## src/rtl/mem_arbiter.sv

```systemverilog
// mem_arbiter: two-port (CPU + loader/debug) arbiter in front of a single
// memory with a fixed number of wait cycles per access.
//
// Build option:
//   MEM_ARBITER_DBG_PRIORITY_EN  defined   -> debug port wins every tie
//                                undefined -> round-robin between the ports
//
// One access runs IDLE -> ACCESS -> WAIT x WAIT_CYCLES -> DONE -> IDLE. The
// winner's command is latched in IDLE, so the requester may drop or change its
// inputs once the access has started. The loser is not queued. It is simply
// sampled again the next time the FSM is in IDLE.
//
// WAIT_CYCLES legal range is 0..15 (4-bit wait counter).

module mem_arbiter #(
  parameter int unsigned WAIT_CYCLES = 1,
  parameter int unsigned AW          = 32,
  parameter int unsigned DW          = 32
) (
  input  logic          clk_i,
  input  logic          reset_ni,

  // CPU port
  input  logic          cpu_req_i,
  input  logic [1:0]    cpu_we_i,
  input  logic [AW-1:0] cpu_addr_i,
  input  logic [DW-1:0] cpu_wdata_i,
  output logic [DW-1:0] cpu_rdata_o,
  output logic          cpu_ack_o,

  // Loader / debug port
  input  logic          dbg_req_i,
  input  logic [1:0]    dbg_we_i,
  input  logic [AW-1:0] dbg_addr_i,
  input  logic [DW-1:0] dbg_wdata_i,
  output logic [DW-1:0] dbg_rdata_o,
  output logic          dbg_ack_o,

  // Memory side
  output logic          mem_en_o,
  output logic [1:0]    mem_we_o,
  output logic [AW-1:0] mem_addr_o,
  output logic [DW-1:0] mem_wdata_o,
  input  logic [DW-1:0] mem_rdata_i,

  // Status
  output logic [1:0]    stateshow_o,
  output logic          grant_o
);

  // Write-type encodings shared by both ports and the memory bus.
  localparam logic [1:0] WE_READ    = 2'b00;
  localparam logic [1:0] WE_WORD    = 2'b01;
  localparam logic [1:0] WE_BYTE    = 2'b10;
  localparam logic [1:0] WE_ILLEGAL = 2'b11;

  // Value the wait counter is loaded with in ACCESS.
  localparam logic [3:0] WAIT_LOAD = 4'(WAIT_CYCLES);

  typedef enum logic [1:0] {
    ST_IDLE   = 2'b00,
    ST_ACCESS = 2'b01,
    ST_WAIT   = 2'b10,
    ST_DONE   = 2'b11
  } state_e;

  // Ownership encoding used by grant_q / grant_o.
  localparam logic OWNER_CPU = 1'b0;
  localparam logic OWNER_DBG = 1'b1;

  state_e        state_q, state_d;
  logic [3:0]    cnt_q, cnt_d;
  logic          grant_q, grant_d;
  logic [1:0]    we_q, we_d;
  logic [AW-1:0] addr_q, addr_d;
  logic [DW-1:0] wdata_q, wdata_d;
  logic [DW-1:0] cpu_rdata_q, cpu_rdata_d;
  logic [DW-1:0] dbg_rdata_q, dbg_rdata_d;

  logic          win_dbg;     // arbitration result, only meaningful in IDLE
  logic [1:0]    win_we;      // winner's write type, illegal folded to read
  logic          finish;      // this cycle is the last one with mem_en high

  // Pick the winning port from the requests seen this cycle.
  always_comb begin
    win_dbg = OWNER_CPU;
`ifdef MEM_ARBITER_DBG_PRIORITY_EN
    // The debug port wins whenever it asks.
    win_dbg = dbg_req_i;
`else
    // On a tie the port that did not own the previous access wins. grant_q
    // resets to the debug owner, so the CPU takes the first tie.
    if (cpu_req_i && dbg_req_i) begin
      win_dbg = ~grant_q;
    end else begin
      win_dbg = dbg_req_i;
    end
`endif
  end

  // Fold the illegal write type into a plain read before it is latched.
  always_comb begin
    win_we = win_dbg ? dbg_we_i : cpu_we_i;
    if (win_we == WE_ILLEGAL) begin
      win_we = WE_READ;
    end
  end

  // Next-state, datapath updates and memory/ack outputs for the access FSM.
  always_comb begin
    // NOTE: every signal assigned in this block gets a default first, so no
    // path through the case statement can infer a latch.
    state_d     = state_q;
    cnt_d       = cnt_q;
    grant_d     = grant_q;
    we_d        = we_q;
    addr_d      = addr_q;
    wdata_d     = wdata_q;
    cpu_rdata_d = cpu_rdata_q;
    dbg_rdata_d = dbg_rdata_q;
    mem_en_o    = 1'b0;
    mem_we_o    = WE_READ;
    cpu_ack_o   = 1'b0;
    dbg_ack_o   = 1'b0;
    finish      = 1'b0;

    unique case (state_q)
      ST_IDLE: begin
        if (cpu_req_i || dbg_req_i) begin
          grant_d = win_dbg;
          we_d    = win_we;
          addr_d  = win_dbg ? dbg_addr_i  : cpu_addr_i;
          wdata_d = win_dbg ? dbg_wdata_i : cpu_wdata_i;
          state_d = ST_ACCESS;
        end
      end

      ST_ACCESS: begin
        mem_en_o = 1'b1;
        mem_we_o = we_q;
        cnt_d    = WAIT_LOAD;
        if (WAIT_LOAD == 4'd0) begin
          finish  = 1'b1;
          state_d = ST_DONE;
        end else begin
          state_d = ST_WAIT;
        end
      end

      ST_WAIT: begin
        mem_en_o = 1'b1;
        mem_we_o = we_q;
        cnt_d    = cnt_q - 4'd1;
        // "<= 1" rather than "== 1" so a corrupted zero count cannot stall.
        if (cnt_q <= 4'd1) begin
          finish  = 1'b1;
          state_d = ST_DONE;
        end
      end

      ST_DONE: begin
        cpu_ack_o = (grant_q == OWNER_CPU);
        dbg_ack_o = (grant_q == OWNER_DBG);
        state_d   = ST_IDLE;
      end

      default: begin
        state_d = ST_IDLE;
      end
    endcase

    // Read data is valid in the last enabled cycle; only reads update the
    // owner's read register.
    if (finish && (we_q == WE_READ)) begin
      if (grant_q == OWNER_DBG) begin
        dbg_rdata_d = mem_rdata_i;
      end else begin
        cpu_rdata_d = mem_rdata_i;
      end
    end
  end

  // State and datapath registers; reset aborts any access in flight.
  always_ff @(posedge clk_i or negedge reset_ni) begin
    if (!reset_ni) begin
      state_q     <= ST_IDLE;
      cnt_q       <= '0;
      grant_q     <= OWNER_DBG;
      we_q        <= WE_READ;
      addr_q      <= '0;
      wdata_q     <= '0;
      cpu_rdata_q <= '0;
      dbg_rdata_q <= '0;
    end else begin
      // NOTE: non-blocking assignments here so every register samples the
      // pre-edge values computed by the combinational block.
      state_q     <= state_d;
      cnt_q       <= cnt_d;
      grant_q     <= grant_d;
      we_q        <= we_d;
      addr_q      <= addr_d;
      wdata_q     <= wdata_d;
      cpu_rdata_q <= cpu_rdata_d;
      dbg_rdata_q <= dbg_rdata_d;
    end
  end

  // The bus address/data always show the last latched command.
  assign mem_addr_o  = addr_q;
  assign mem_wdata_o = wdata_q;
  assign cpu_rdata_o = cpu_rdata_q;
  assign dbg_rdata_o = dbg_rdata_q;
  assign stateshow_o = state_q;
  assign grant_o     = grant_q;

`ifndef SYNTHESIS
  // Only one requester can be acknowledged at a time.
  a_one_ack: assert property (@(posedge clk_i) disable iff (!reset_ni)
    !(cpu_ack_o && dbg_ack_o));

  // Each ack is a single-cycle pulse.
  a_cpu_ack_pulse: assert property (@(posedge clk_i) disable iff (!reset_ni)
    cpu_ack_o |=> !cpu_ack_o);
  a_dbg_ack_pulse: assert property (@(posedge clk_i) disable iff (!reset_ni)
    dbg_ack_o |=> !dbg_ack_o);

  // The memory bus does not move while the memory is waiting.
  a_bus_stable: assert property (@(posedge clk_i) disable iff (!reset_ni)
    (state_q == ST_WAIT) |-> ($stable(mem_addr_o) && $stable(mem_wdata_o) &&
                              $stable(mem_we_o) && mem_en_o));

  // The illegal write type never reaches the memory.
  a_no_illegal_we: assert property (@(posedge clk_i) disable iff (!reset_ni)
    mem_we_o != WE_ILLEGAL);

  // DONE always returns to IDLE.
  a_done_to_idle: assert property (@(posedge clk_i) disable iff (!reset_ni)
    (state_q == ST_DONE) |=> (state_q == ST_IDLE));
`endif

endmodule

```

## config.mk

```make
export PLATFORM = sky130hd
export DESIGN_NAME = mem_arbiter
export DESIGN_NICKNAME = d
export VERILOG_FILES = /design/src/rtl/mem_arbiter.sv
export SDC_FILE = /design/constraint.sdc
export NUM_CORES = 1
export LEC_CHECK = 0
export ABC_AREA = 1
export CORE_MARGIN = 10
export CORE_UTILIZATION = 37
export CTS_BUF_LIST = sky130_fd_sc_hd__clkbuf_16
export CTS_CLUSTER_DIAMETER = 200
export DETAILED_ROUTE_END_ITERATION = 6
export PLACE_DENSITY = 0.81
export SLEW_MARGIN = 20
export SYNTH_ARGS = -nofsm -noshare
export SYNTH_HDL_FRONTEND = slang
export SYNTH_SLANG_ARGS = --single-unit
```

## constraint.sdc

```tcl
create_clock -name clk_i -period 1.45 [get_ports clk_i]
set_input_delay 0.29 -clock clk_i [delete_from_list [all_inputs] [get_ports clk_i]]
set_output_delay 0.29 -clock clk_i [all_outputs]
set_load 0.02 [all_outputs]
```

Word-level counts from Yosys, hierarchy flattened --
Index checks and enable logic that the tools add are counted.
Word-level totals: flip-flop bits (word level) 137, logic and storage cells 43, input port bits 168, output and inout bits 136
Operators by class: equality and inequality tests 6, $add $sub $neg 1, bitwise gates (word level) 1, magnitude comparators 1, mux-type cells 15, reduce and logical (&&, ||, !) cells 11
Operators with widths (number):
- 32-bit 2-to-1 mux | 2
- 2-bit 2-to-1 mux | 5
- 2-bit case mux with 4 select lines | 1
- 4-bit case mux with 2 select lines | 1
- 2-bit AND reduction | 4
- 2-bit == test (second input constant) | 3
- 1-bit 2-to-1 mux | 6
- 4-bit by 1-bit less-or-equal comparator with 1-bit output (second input constant) | 1
- 2-bit logical NOT | 2
- 2-bit != test (second input constant) | 2
- 4-bit by 1-bit subtractor with 4-bit output (second input constant) | 1
- 2-bit by 1-bit == test with 1-bit output (second input constant) | 1
- 1-bit logical AND | 2
- 2-bit nonzero test | 1
- 2-bit OR reduction | 1
- 1-bit logical OR | 1
- 1-bit inverter | 1

Logic depth before layout (Yosys ltp) --
Gate-level depths: netlist of the first run.
depth after elaboration 5, depth in mapped cells 10, gate-level depth less buffers 9

Worst setup path after synthesis of the first run --
No wires, ideal clock.
kind flip-flop to flip-flop, from register state_q[0] (netlist: stateshow_o[0]), to register cnt_q[3], stages on the path, launching flop included 8, required time 1.330 ns, path slack -0.186 ns, path buffers 0, data arrival time 1.516 ns, setup time 0.120 ns, period minus slack after synthesis 1.636 ns, cells stage by stage dfrtp_1 > inv_1 > ha_1 > inv_1 > nor2_1 > nand3_1 > o21ai_0 > nor2_1
On the way: cells in the longest elaborated chain, start to end 2, elaborated cells on any way between the ends 4, those cells by class eq/ne (2); mux (1); reduce/logical (1)
RTL lines:
- start, declared | RTL line 71 | state_e state_q, state_d;
- start signal, assigned | RTL line 197 | state_q <= state_d;
- 2-bit == test / 2-bit by 1-bit == test with 1-bit output (equally long branches) | RTL line 127 | unique case (state_q)
- 4-bit case mux with 2 select lines / 2-bit nonzero test (equally long branches)
- end signal, assigned | RTL line 198 | cnt_q <= cnt_d;
- end, declared | RTL line 72 | logic [3:0] cnt_q, cnt_d;
Parallel ways exist; a longest one is shown, timed or not. A chain may end at the register's enable or synchronous reset.

Final worst setup path of the first run --
from register cnt_q[1], to register cpu_rdata_q[23] (netlist: cpu_rdata_o[23])
On the way: cells in the longest elaborated chain, start to end 5
RTL lines:
- 4-bit by 1-bit less-or-equal comparator with 1-bit output | RTL line 155 | if (cnt_q <= 4'd1) begin
- 1-bit 2-to-1 mux | RTL line 155
- 1-bit 2-to-1 mux | RTL line 127
- 1-bit logical AND | RTL line 174 | if (finish && (we_q == WE_READ)) begin
- 2-bit AND reduction (no source line)
- end signal, assigned | RTL line 203 | cpu_rdata_q <= cpu_rdata_d;
- end, declared | RTL line 77 | logic [DW-1:0] cpu_rdata_q, cpu_rdata_d;
No other way between the ends.

==> results of run 1 <==
[worst reg2reg max path, stage by stage, from the launching register on]
cell and delay (ns):
dfrtp_1 0.39, inv_2 0.12, ha_4 0.15, inv_2 0.04
nand2_2 0.06, nand2_2 0.07, nor2_4 0.12, buf_12 0.15
nand2_8 0.08, buf_6 0.15, buf_16 0.15, nand2_2 0.08
nand2_2 0.06
[synth_stat cells (all sizes together)]
master  number  area (um2)
nor3b        1        7.51
nand2      350        1320
nor2        10        37.5
dfrtp      136        3400
nand3       74         370
ha           5        62.6
nand3b       1        7.51
o211ai      64         480
inv         83         312
or2          1        6.26
dfstp        1        26.3
o21ai        4        20.0
a21oi        3        26.3
clkbuf      15        56.3
buf         33         215
[stage by stage]
step / hold WS [ns] / TNS [ns] / power (mW) / cell area, um2
2_1_floorplan: -0.00559 / -0.927 / 13.2 / 6370
3_3_place_gp: 0.191 / -21.54 / 19.3 / 9870
3_5_place_dp: 0.190 / -28.09 / 19.6 / 9870
4_1_cts: 0.306 / -22.48 / 27.5 / 12200
5_1_grt: 0.339 / -27.66 / 30.6 / 12600
6_report: 0.313 / -19.56 / 29.3 / 12600
[repair_timing]
| item | in CTS | in global routing |
|---|---|---|
| buffers inserted | 39 | 15 |
| endpoints found under the setup margin | 266 | 230 |
| hold endpoints to repair | 24 | 0 |
| hold buffers | 1 | 0 |
| pin swaps | 42 | 116 |
| gates resized for setup | 366 | 362 |
| gates cloned | 33 | 6 |
[where the power goes]
| part | switching (mW) | total (mW) | internal (mW) |
|---|---|---|---|
| sequential | 1.56 | 7.35 | 5.79 |
| clock | 1.87 | 4.79 | 2.93 |
| combinational | 9.43 | 17.1 | 7.68 |
[final timing paths]
check                                start              end  slack, ns  cells past startpoint
max                               cnt_q[1]  cpu_rdata_o[23]      -0.27                     12
max reg2reg                       cnt_q[1]  cpu_rdata_o[23]      -0.27                     12
min                               reset_ni  dbg_rdata_o[24]       0.31                      2
min in group clk_i         mem_rdata_i[18]  dbg_rdata_o[18]       0.47                      3
min reg2reg                mem_wdata_o[24]  mem_wdata_o[24]       0.47                      2
max in group asynchronous         reset_ni  dbg_rdata_o[16]       0.60                      3
[flip-flops by register name (all words and copies together) (netlist names)]
register / count
cnt_q: 4
cpu_rdata_o: 32
dbg_rdata_o: 32
grant_o: 1
mem_addr_o: 32
mem_wdata_o: 32
stateshow_o: 2
we_q: 2
[final cells by class]
cell class / count / share of cell area (%)
diodes: 1 / 0.0198
clock buffers: 17 / 3.36
clock inverters: 15 / 1.71
inverters: 83 / 2.64
multi-input cells: 514 / 26.6
flip-flops and latches: 137 / 27.1
well taps: 220 / 2.18
repair buffers: 416 / 36.2
repair inverters: 1 / 0.129
[layer usage]
layer / GRT usage [%] / wire (um)
met3: 9.19 / 3120
met5: 0 / 0
met1: 27.1 / 10700
met4: 10.3 / 1220
met2: 43.9 / 15600
[cells in the final DEF (no fill, tap or decap), types with 5 or more instances in the layout]
cell type	n
clkdlybuf4s15_1	36
inv_1	69
nand2_4	48
buf_16	20
o211ai_1	64
clkbuf_2	60
nand2_1	187
buf_12	32
nand3_2	39
buf_4	26
nor2_1	8
buf_6	33
nand3_1	30
nand2_2	112
inv_2	11
dfrtp_1	134
clkbuf_16	23
dlygate4sd2_1	31
nand3_4	5
clkdlybuf4s50_1	166
[cell families after synthesis]
group / synth area share [%]
flops: 54.0
fa+ha+maj: 0.986
compound gates: 8.30
simple gates: 27.5
buf+inv: 9.19
==> metrics.cfg, run 1 <==
[global_route]
grt_max_degree=42
globalRouteTotalUtil_pct=25.2
grt_pass1_vias=7679
antenna_found_initial=3
grt_overflow=0
grt_pass1_wl_mm=43.8

[status]
status=finished, violations left
violations=setup timing

[route]
vias=7295
wl_mm=30.6
vias_per_cell=5.20
drt_pass1_iterations=5
initialDrtViolationCount=343
wl_per_cell_um=21.8
route.detailed.drc=0
ant_nets=0

[worst_setup_path]
critical_path.max_fanout=8
critical_path_buf_inv_count=5
critical_path_arrival_ns=2.04
max_stage_delay_ns=0.39
path_cells=inv_2 -> ha_4 -> inv_2 -> nand2_2 -> nand2_2 -> nor2_4 -> buf_12 -> nand2_8 -> buf_6 -> buf_16 -> nand2_2 -> nand2_2
path_class=reg -> reg
crit_top_cell=nand2_2
path_delay_family=buffers and inverters
required_ns=1.77
cpMaxStageDelayCell=dfrtp_1
critPathCaptureType=flip-flop
start_kind=flip-flop

[timing]
clock_skew_ns=0.00966
max_freq_mhz=582
rsz0062_at_grt=yes
slew_headroom_pct=79.4
post-route-period-util_pct=119
fin_crit_ns=1.72
setup_viol=139
hold_viol=0
finalWorstSetupSlack_ns=-0.270
worst_pin_slew_ns=0.309
slew_viol_final=0

[clocking]
clock_latency_ns=0.43
clk_pin_slew_ns=0.06
root_buffer=clkbuf_16
cts_buffers=17
htree_levels=4
cts_tree=built
clock_sinks=137
cts_max_path_buffers=2

[synth]
synth_cell_types=21
netlist_instances=781
synth_seq_cells=137
synth.avg_cell_area_um2=8.13
mappedNetlistArea_mm2=0.00635
yosys_warnings=0
synth_nets=954
synth_seq_area_share_pct=54.0

[floorplan]
die-area_mm2=0.0228
initial_core_util_pct=38.0
die-width_um=151
die_h_um=151
io_pins=304
core-area_mm2=0.0167
rows=47

[flow_run]
max_cap_violations=0

[pwr]
p_leak_nw=6.22
ir_drop_v=0.00127
power_density_mw_per_mm2=2310

[placement]
pre_cts_ws_ns=-0.320
dp_hpwl_mm=17.0
place_inst=1298
port_buffers=303
routabilityCongestion=0.833

[finish]
layout.nets=1343
stdcell_count=1404
regArea_mm2=0.00343
multiInputGateArea_mm2=0.00336
drive_gt1_share_pct=37.9
areaGrowthSynthToFinish_pct=99.3
fillers=1091
fin_util_pct=75.7

[worst_hold_path]
hold_class=in -> async

(Power assumes the default switching activity.)
==> run 2: changes to the inputs <==
--- a/config.mk
+++ b/config.mk
@@ -7,11 +7,10 @@
 export LEC_CHECK = 0
 export ABC_AREA = 1
 export CORE_MARGIN = 10
-export CORE_UTILIZATION = 37
+export CORE_UTILIZATION = 41
 export CTS_BUF_LIST = sky130_fd_sc_hd__clkbuf_16
-export CTS_CLUSTER_DIAMETER = 200
 export DETAILED_ROUTE_END_ITERATION = 6
-export PLACE_DENSITY = 0.81
+export PLACE_DENSITY = 0.85
 export SLEW_MARGIN = 20
 export SYNTH_ARGS = -nofsm -noshare
 export SYNTH_HDL_FRONTEND = slang
==> constraint.sdc (replaced) <==
create_clock -name clk_i -period 1.7 [get_ports clk_i]
set_input_delay 0.34 -clock clk_i [delete_from_list [all_inputs] [get_ports clk_i]]
set_output_delay 0.34 -clock clk_i [all_outputs]
set_load 0.02 [all_outputs]
==> run 2 against run 1 <==
  * The run ends with DRC left
  * Combinational power fell by 38%
  * Final area fell by 15%
  * Utilization is 5.0 points lower
  * Die area shrank 8.5%
  * Critical path type unchanged
  * Critical endpoint is now dbg_rdata_o[2]
  * Highest routed layer unchanged
==> metrics.cfg, run 2 (synthesized netlist as in run 1, its figures left out) <==
[finish]
final_common_cell=nand2_1
drive_gt1_share_pct=11.2  ; -27 points
areaGrowthSynthToFinish_pct=69.4
final_cell_mix=nand2_1 (338), clkdlybuf4s50_1 (166), dfrtp_1 (136), dlygate4sd2_1 (129), inv_1 (74)
stdcell_count=1313  ; -6.5%
fillers=1166  ; +6.9%
fin_util_pct=70.7  ; -5.0 points
design_area_mm2=0.0108  ; -15%
layout.nets=1284  ; -4.4%

[worst_setup_path]
path_class=reg -> reg
critPathCaptureType=flip-flop
required_ns=1.99  ; +0.22 ns
cpMaxStageDelayCell=dfrtp_1
reg2reg_slack_ns=0.02  ; +0.28 ns
critical_path_arrival_ns=1.98  ; -0.06 ns
max_stage_delay_ns=0.36  ; -0.03 ns
critical_path.max_fanout=5  ; -3
path_delay_family=buffers and inverters
path_cells=buf_4 -> buf_6 -> ha_4 -> nand2_4 -> nor2_4 -> buf_6 -> nand2_8 -> clkbuf_16 -> nand2_1 -> nand2_1
start_kind=flip-flop
critical_path_buf_inv_count=4  ; -1

[clocking]
cts_tree=built
clock_sinks=137  ; unchanged
clk_pin_slew_ns=0.07  ; about the same
htree_levels=4  ; unchanged
root_buffer=clkbuf_16
cts_max_path_buffers=2  ; unchanged
clock_latency_ns=0.41  ; -0.02 ns
cts_buffers=17  ; unchanged

[timing]
post-route-period-util_pct=99.1  ; -19 points
finalWorstSetupSlack_ns=0.0153  ; +0.285 ns
timing.hold.ws_ns=0.428  ; +0.116 ns
setup_viol=0  ; -100%
slew_viol_final=0  ; unchanged
rsz0062_at_grt=yes
max_freq_mhz=594  ; +2.1%
slew_headroom_pct=70.3  ; -9.1 points
worst_pin_slew_ns=0.446  ; +0.137 ns
fin_crit_ns=1.68  ; -0.0350 ns
hold_viol=0  ; unchanged
clock_skew_ns=0.0113  ; +0.00169 ns

[floorplan]
rows=45  ; -4.3%
io_pins=304  ; unchanged
die-width_um=144  ; -4.3%
die-area_mm2=0.0209  ; -8.5%
core-area_mm2=0.0152  ; -9.0%
initial_core_util_pct=41.8  ; +3.7 points
die_h_um=144  ; -4.3%

[route]
initialDrtViolationCount=349  ; +1.7%
route.detailed.drc=2  ; +2
ant_nets=0  ; unchanged
met2WireLength_mm=11.8  ; -24%
wl_met3_mm=2.62  ; -16%
vias=6552  ; -10%
drt_pass1_iterations=7  ; +2
top_layer=met4
wl_met1_mm=8.73  ; -19%
wl_mm=23.6  ; -23%
vias_per_cell=4.99  ; -4.0%
wl_per_cell_um=18.0  ; -18%

[global_route]
antenna_found_initial=1  ; -2
grt_max_degree=43  ; +2.4%
grt_overflow=0  ; unchanged
grt_pass1_wl_mm=33.5  ; -24%
globalRouteTotalUtil_pct=20.6  ; -4.5 points
grt_pass1_vias=6313  ; -18%

[placement]
place_inst=1259  ; -3.0%
dp_hpwl_mm=17.1  ; +0.63%
pre_cts_ws_ns=-0.129  ; +0.191 ns
routabilityCongestion=0.840  ; +0.84%
placed_area_mm2=0.00976  ; -1.1%
port_buffers=303  ; unchanged

[flow_run]
max_cap_violations=0  ; unchanged

[pwr]
ir_drop_v=0.000790  ; -38%
power_density_mw_per_mm2=1890  ; -18%
p_leak_nw=5.65  ; -9.1%

[worst_hold_path]
hold_class=in -> async

[status]
violations=DRC
status=finished, violations left

run 2: through the flow:
step | TNS, ns | power [mW]
finish | 0 | 20.3
global placement | -3.97 | 16.3
detailed placement | -7.41 | 16.6
global route | -1.72 | 21.5
floorplan | 0 | 11.2
CTS | -0.144 | 19.5
run 2: layout make-up:
| class | count | area, um2 | area share, % |
|---|---|---|---|
| Timing Repair Buffer | 359 | 3680 | 34.2 |
| Sequential cell | 137 | 3430 | 31.9 |
| Multi-Input combinational cell | 513 | 2470 | 23.0 |
| Clock buffer | 17 | 425 | 3.96 |
| Inverter | 83 | 312 | 2.90 |
| Tap cell | 188 | 235 | 2.19 |
| Clock inverter | 15 | 191 | 1.78 |
| Antenna cell | 1 | 2.50 | 0.0233 |
run 2: final timing paths:
path                                 start               to  depth (start not counted)
setup / recovery            stateshow_o[1]   dbg_rdata_o[2]                         10
hold / removal                    reset_ni  cpu_rdata_o[21]                          2
setup reg to reg            stateshow_o[1]   dbg_rdata_o[2]                         10
hold reg to reg            dbg_rdata_o[22]  dbg_rdata_o[22]                          2
max in group asynchronous         reset_ni  dbg_rdata_o[25]                          3
min in group clk_i         dbg_rdata_o[22]  dbg_rdata_o[22]                          2
run 2: power by group:
group	internal [mW]	switching, mW	total, mW
combinational	4.26	6.30	10.6
sequential	4.93	0.964	5.89
clock	2.34	1.50	3.85
total	11.5	8.77	20.3
run 2: layer usage:
layer,vias to the layer above,GRT usage (%)
met1,3110,22.8
met5,-,0
met2,287,34.8
met4,0,6.44
met3,20,9.22
li1,3135,-
run 2: what timing repair did:
action	CTS	global route
gates cloned	0	10
gates resized for setup	171	56
setup endpoints to repair	167	71
buffers inserted	6	5
pin swaps	2	4
endpoints found under the hold margin	37	0
hold buffers	1	0
==> run 3: changes to the inputs <==
--- a/config.mk
+++ b/config.mk
@@ -11,6 +11,7 @@
 export CTS_BUF_LIST = sky130_fd_sc_hd__clkbuf_16
 export DETAILED_ROUTE_END_ITERATION = 6
 export PLACE_DENSITY = 0.85
+export SKIP_LAST_GASP = 1
 export SLEW_MARGIN = 20
 export SYNTH_ARGS = -nofsm -noshare
 export SYNTH_HDL_FRONTEND = slang
==> run 3 against run 2 <==
  * The run now ends clean
  * Register-to-register slack improved by 0.02 ns
  * Via count rose by 0.12%
  * Cell count fell by 0.15%
  * Sequential share of layout area rose by 0.19 points
  * Hold slack got worse by 0.0041 ns
  * Critical path type is now reg -> out
  * Largest power group unchanged
  * Highest routed layer unchanged
==> metrics.cfg, run 3 (synthesized netlist as in run 1, its figures left out) <==
[floorplan]
initial_core_util_pct=41.8  ; unchanged
die-width_um=144  ; unchanged
rows=45  ; unchanged
core-area_mm2=0.0152  ; unchanged
die_h_um=144  ; unchanged
die-area_mm2=0.0209  ; unchanged
io_pins=304  ; unchanged

[placement]
port_buffers=303  ; unchanged
routabilityCongestion=0.840  ; unchanged
dp_hpwl_mm=17.1  ; unchanged
pre_cts_ws_ns=-0.129  ; unchanged
placed_area_mm2=0.00976  ; unchanged

[finish]
final_cell_mix=nand2_1 (340), clkdlybuf4s50_1 (166), dfrtp_1 (136), dlygate4sd2_1 (129)
regArea_mm2=0.00343  ; unchanged
multiInputGateArea_mm2=0.00246  ; -0.76%
layout.nets=1282  ; -0.16%
design_area_mm2=0.0107  ; -0.59%
drive_gt1_share_pct=10.8  ; -0.43 points
areaGrowthSynthToFinish_pct=68.4
fillers=1177  ; +0.94%
final_common_cell=nand2_1

[status]
status=completed

[worst_setup_path]
critical_path_arrival_ns=1.35  ; -0.63 ns
reg2reg_slack_ns=0.04  ; +0.02 ns
cp-endpoint=dbg_ack_o
critPathLaunch=stateshow_o[0]
r2r_cells=10  ; unchanged
critPathCaptureType=output pin
critical_path.max_fanout=3  ; -2
start_kind=flip-flop
rr_startpoint=stateshow_o[1]
required_ns=1.36  ; -0.63 ns
timing.rr.end=dbg_rdata_o[2]
path_class=reg -> out

[route]
route.detailed.drc=0  ; -2
vias=6560  ; +0.12%
wl_mm=23.6  ; +0.13%
vias_per_cell=5.00  ; +0.27%
drt_pass1_iterations=5  ; -2
initialDrtViolationCount=390  ; +12%
ant_nets=0  ; unchanged
wl_per_cell_um=18.0  ; +0.28%

[global_route]
grt_pass1_vias=6313  ; unchanged
globalRouteTotalUtil_pct=20.6  ; unchanged
grt_overflow=0  ; unchanged
grt_pass1_wl_mm=33.5  ; unchanged
grt_max_degree=43  ; unchanged
antenna_found_initial=1  ; unchanged

[pwr]
power_density_mw_per_mm2=1890  ; +0.12%
p_leak_nw=5.63  ; -0.34%
ir_drop_v=0.000789  ; -0.13%

[timing]
setup_viol=0  ; unchanged
hold_viol=0  ; unchanged
post-route-period-util_pct=99.2  ; about the same
slew_headroom_pct=70.2  ; about the same
finalWorstSetupSlack_ns=0.0143  ; -0.00106 ns
slew_viol_final=0  ; unchanged
worst_pin_slew_ns=0.447  ; +0.00105 ns
rsz0062_at_grt=yes
max_freq_mhz=593  ; about the same
clock_skew_ns=0.0116  ; +0.000300 ns
fin_crit_ns=1.69  ; +0.00106 ns

[clocking]
clk_pin_slew_ns=0.07  ; about the same
htree_levels=4  ; unchanged
cts_tree=built
clock_latency_ns=0.42  ; about the same
cts_max_path_buffers=2  ; unchanged
root_buffer=clkbuf_16
cts_buffers=17  ; unchanged
clock_sinks=137  ; unchanged

[worst_hold_path]
hold_class=in -> async

[flow_run]
max_cap_violations=0  ; unchanged

-- run 3: cell types whose count changed in the layout (fill, tap and decap cells not counted), sizes merged --
cell    delta
clkbuf     -1
buf        -1
-- run 3: power by group --
part	switching [mW]	internal [mW]
logic	6.27	4.18
clock network	1.52	2.34
registers	0.961	4.93
-- run 3: final cells by class --
cell class	count	area share [%]
diodes	1	0.0234
well taps	188	2.20
clock buffers	17	3.98
multi-input cells	513	23.0
clock inverters	15	1.79
repair buffers	357	34.0
flip-flops and latches	137	32.1
inverters	83	2.91
-- run 3: worst min-delay path by stage --
| stage | depth (start not counted) | slack, ns | start | end |
|---|---|---|---|---|
| after global routing | 2 | 0.44 | reset_ni | cpu_rdata_o[21] |
| final | 2 | 0.42 | reset_ni | cpu_rdata_o[21] |
| after CTS | 2 | 0.43 | reset_ni | dbg_rdata_o[27] |
| after detailed placement | 1 | 0.30 | reset_ni | cpu_rdata_o[22] |
| after floorplan | 0 | 0.04 | reset_ni | cnt_q[0] |
| after global placement | 1 | 0.30 | reset_ni | dbg_rdata_o[22] |
-- run 3: timing repair --
action	4_1_cts	5_1_grt
gates resized for setup	170	50
endpoints found under the setup margin	167	71
hold buffers	1	0
hold endpoints to repair	37	0
pin swaps	2	4
cloned	0	9
buffers inserted	6	4
-- run 3: metrics by stage --
step	utilization, %	setup TNS (ns)	hold slack [ns]	power, mW	std cells
floorplan	-	0	0.0444	11.2	781
global placement	64.2	-3.97	0.302	16.3	1259
detailed placement	64.2	-7.41	0.299	16.6	1259
CTS	67.7	-0.246	0.428	19.5	1298
global route	70.3	-1.52	0.439	21.4	1310
finish	70.3	0	0.424	20.2	1311
-- run 3: critical path, stage by stage (launching register included) --
cell	delay, ns
dfrtp_1	0.38
buf_4	0.16
ha_4	0.16
nand2_1	0.05
inv_1	0.03
buf_2	0.15
-- run 3: routing by layer --
layer	vias up	GRT usage (%)	wire length, um
met4	0	6.44	464
li1	3133	-	-
met5	-	0	0
met3	28	9.22	2630
met2	308	34.8	11800
met1	3091	22.8	8700
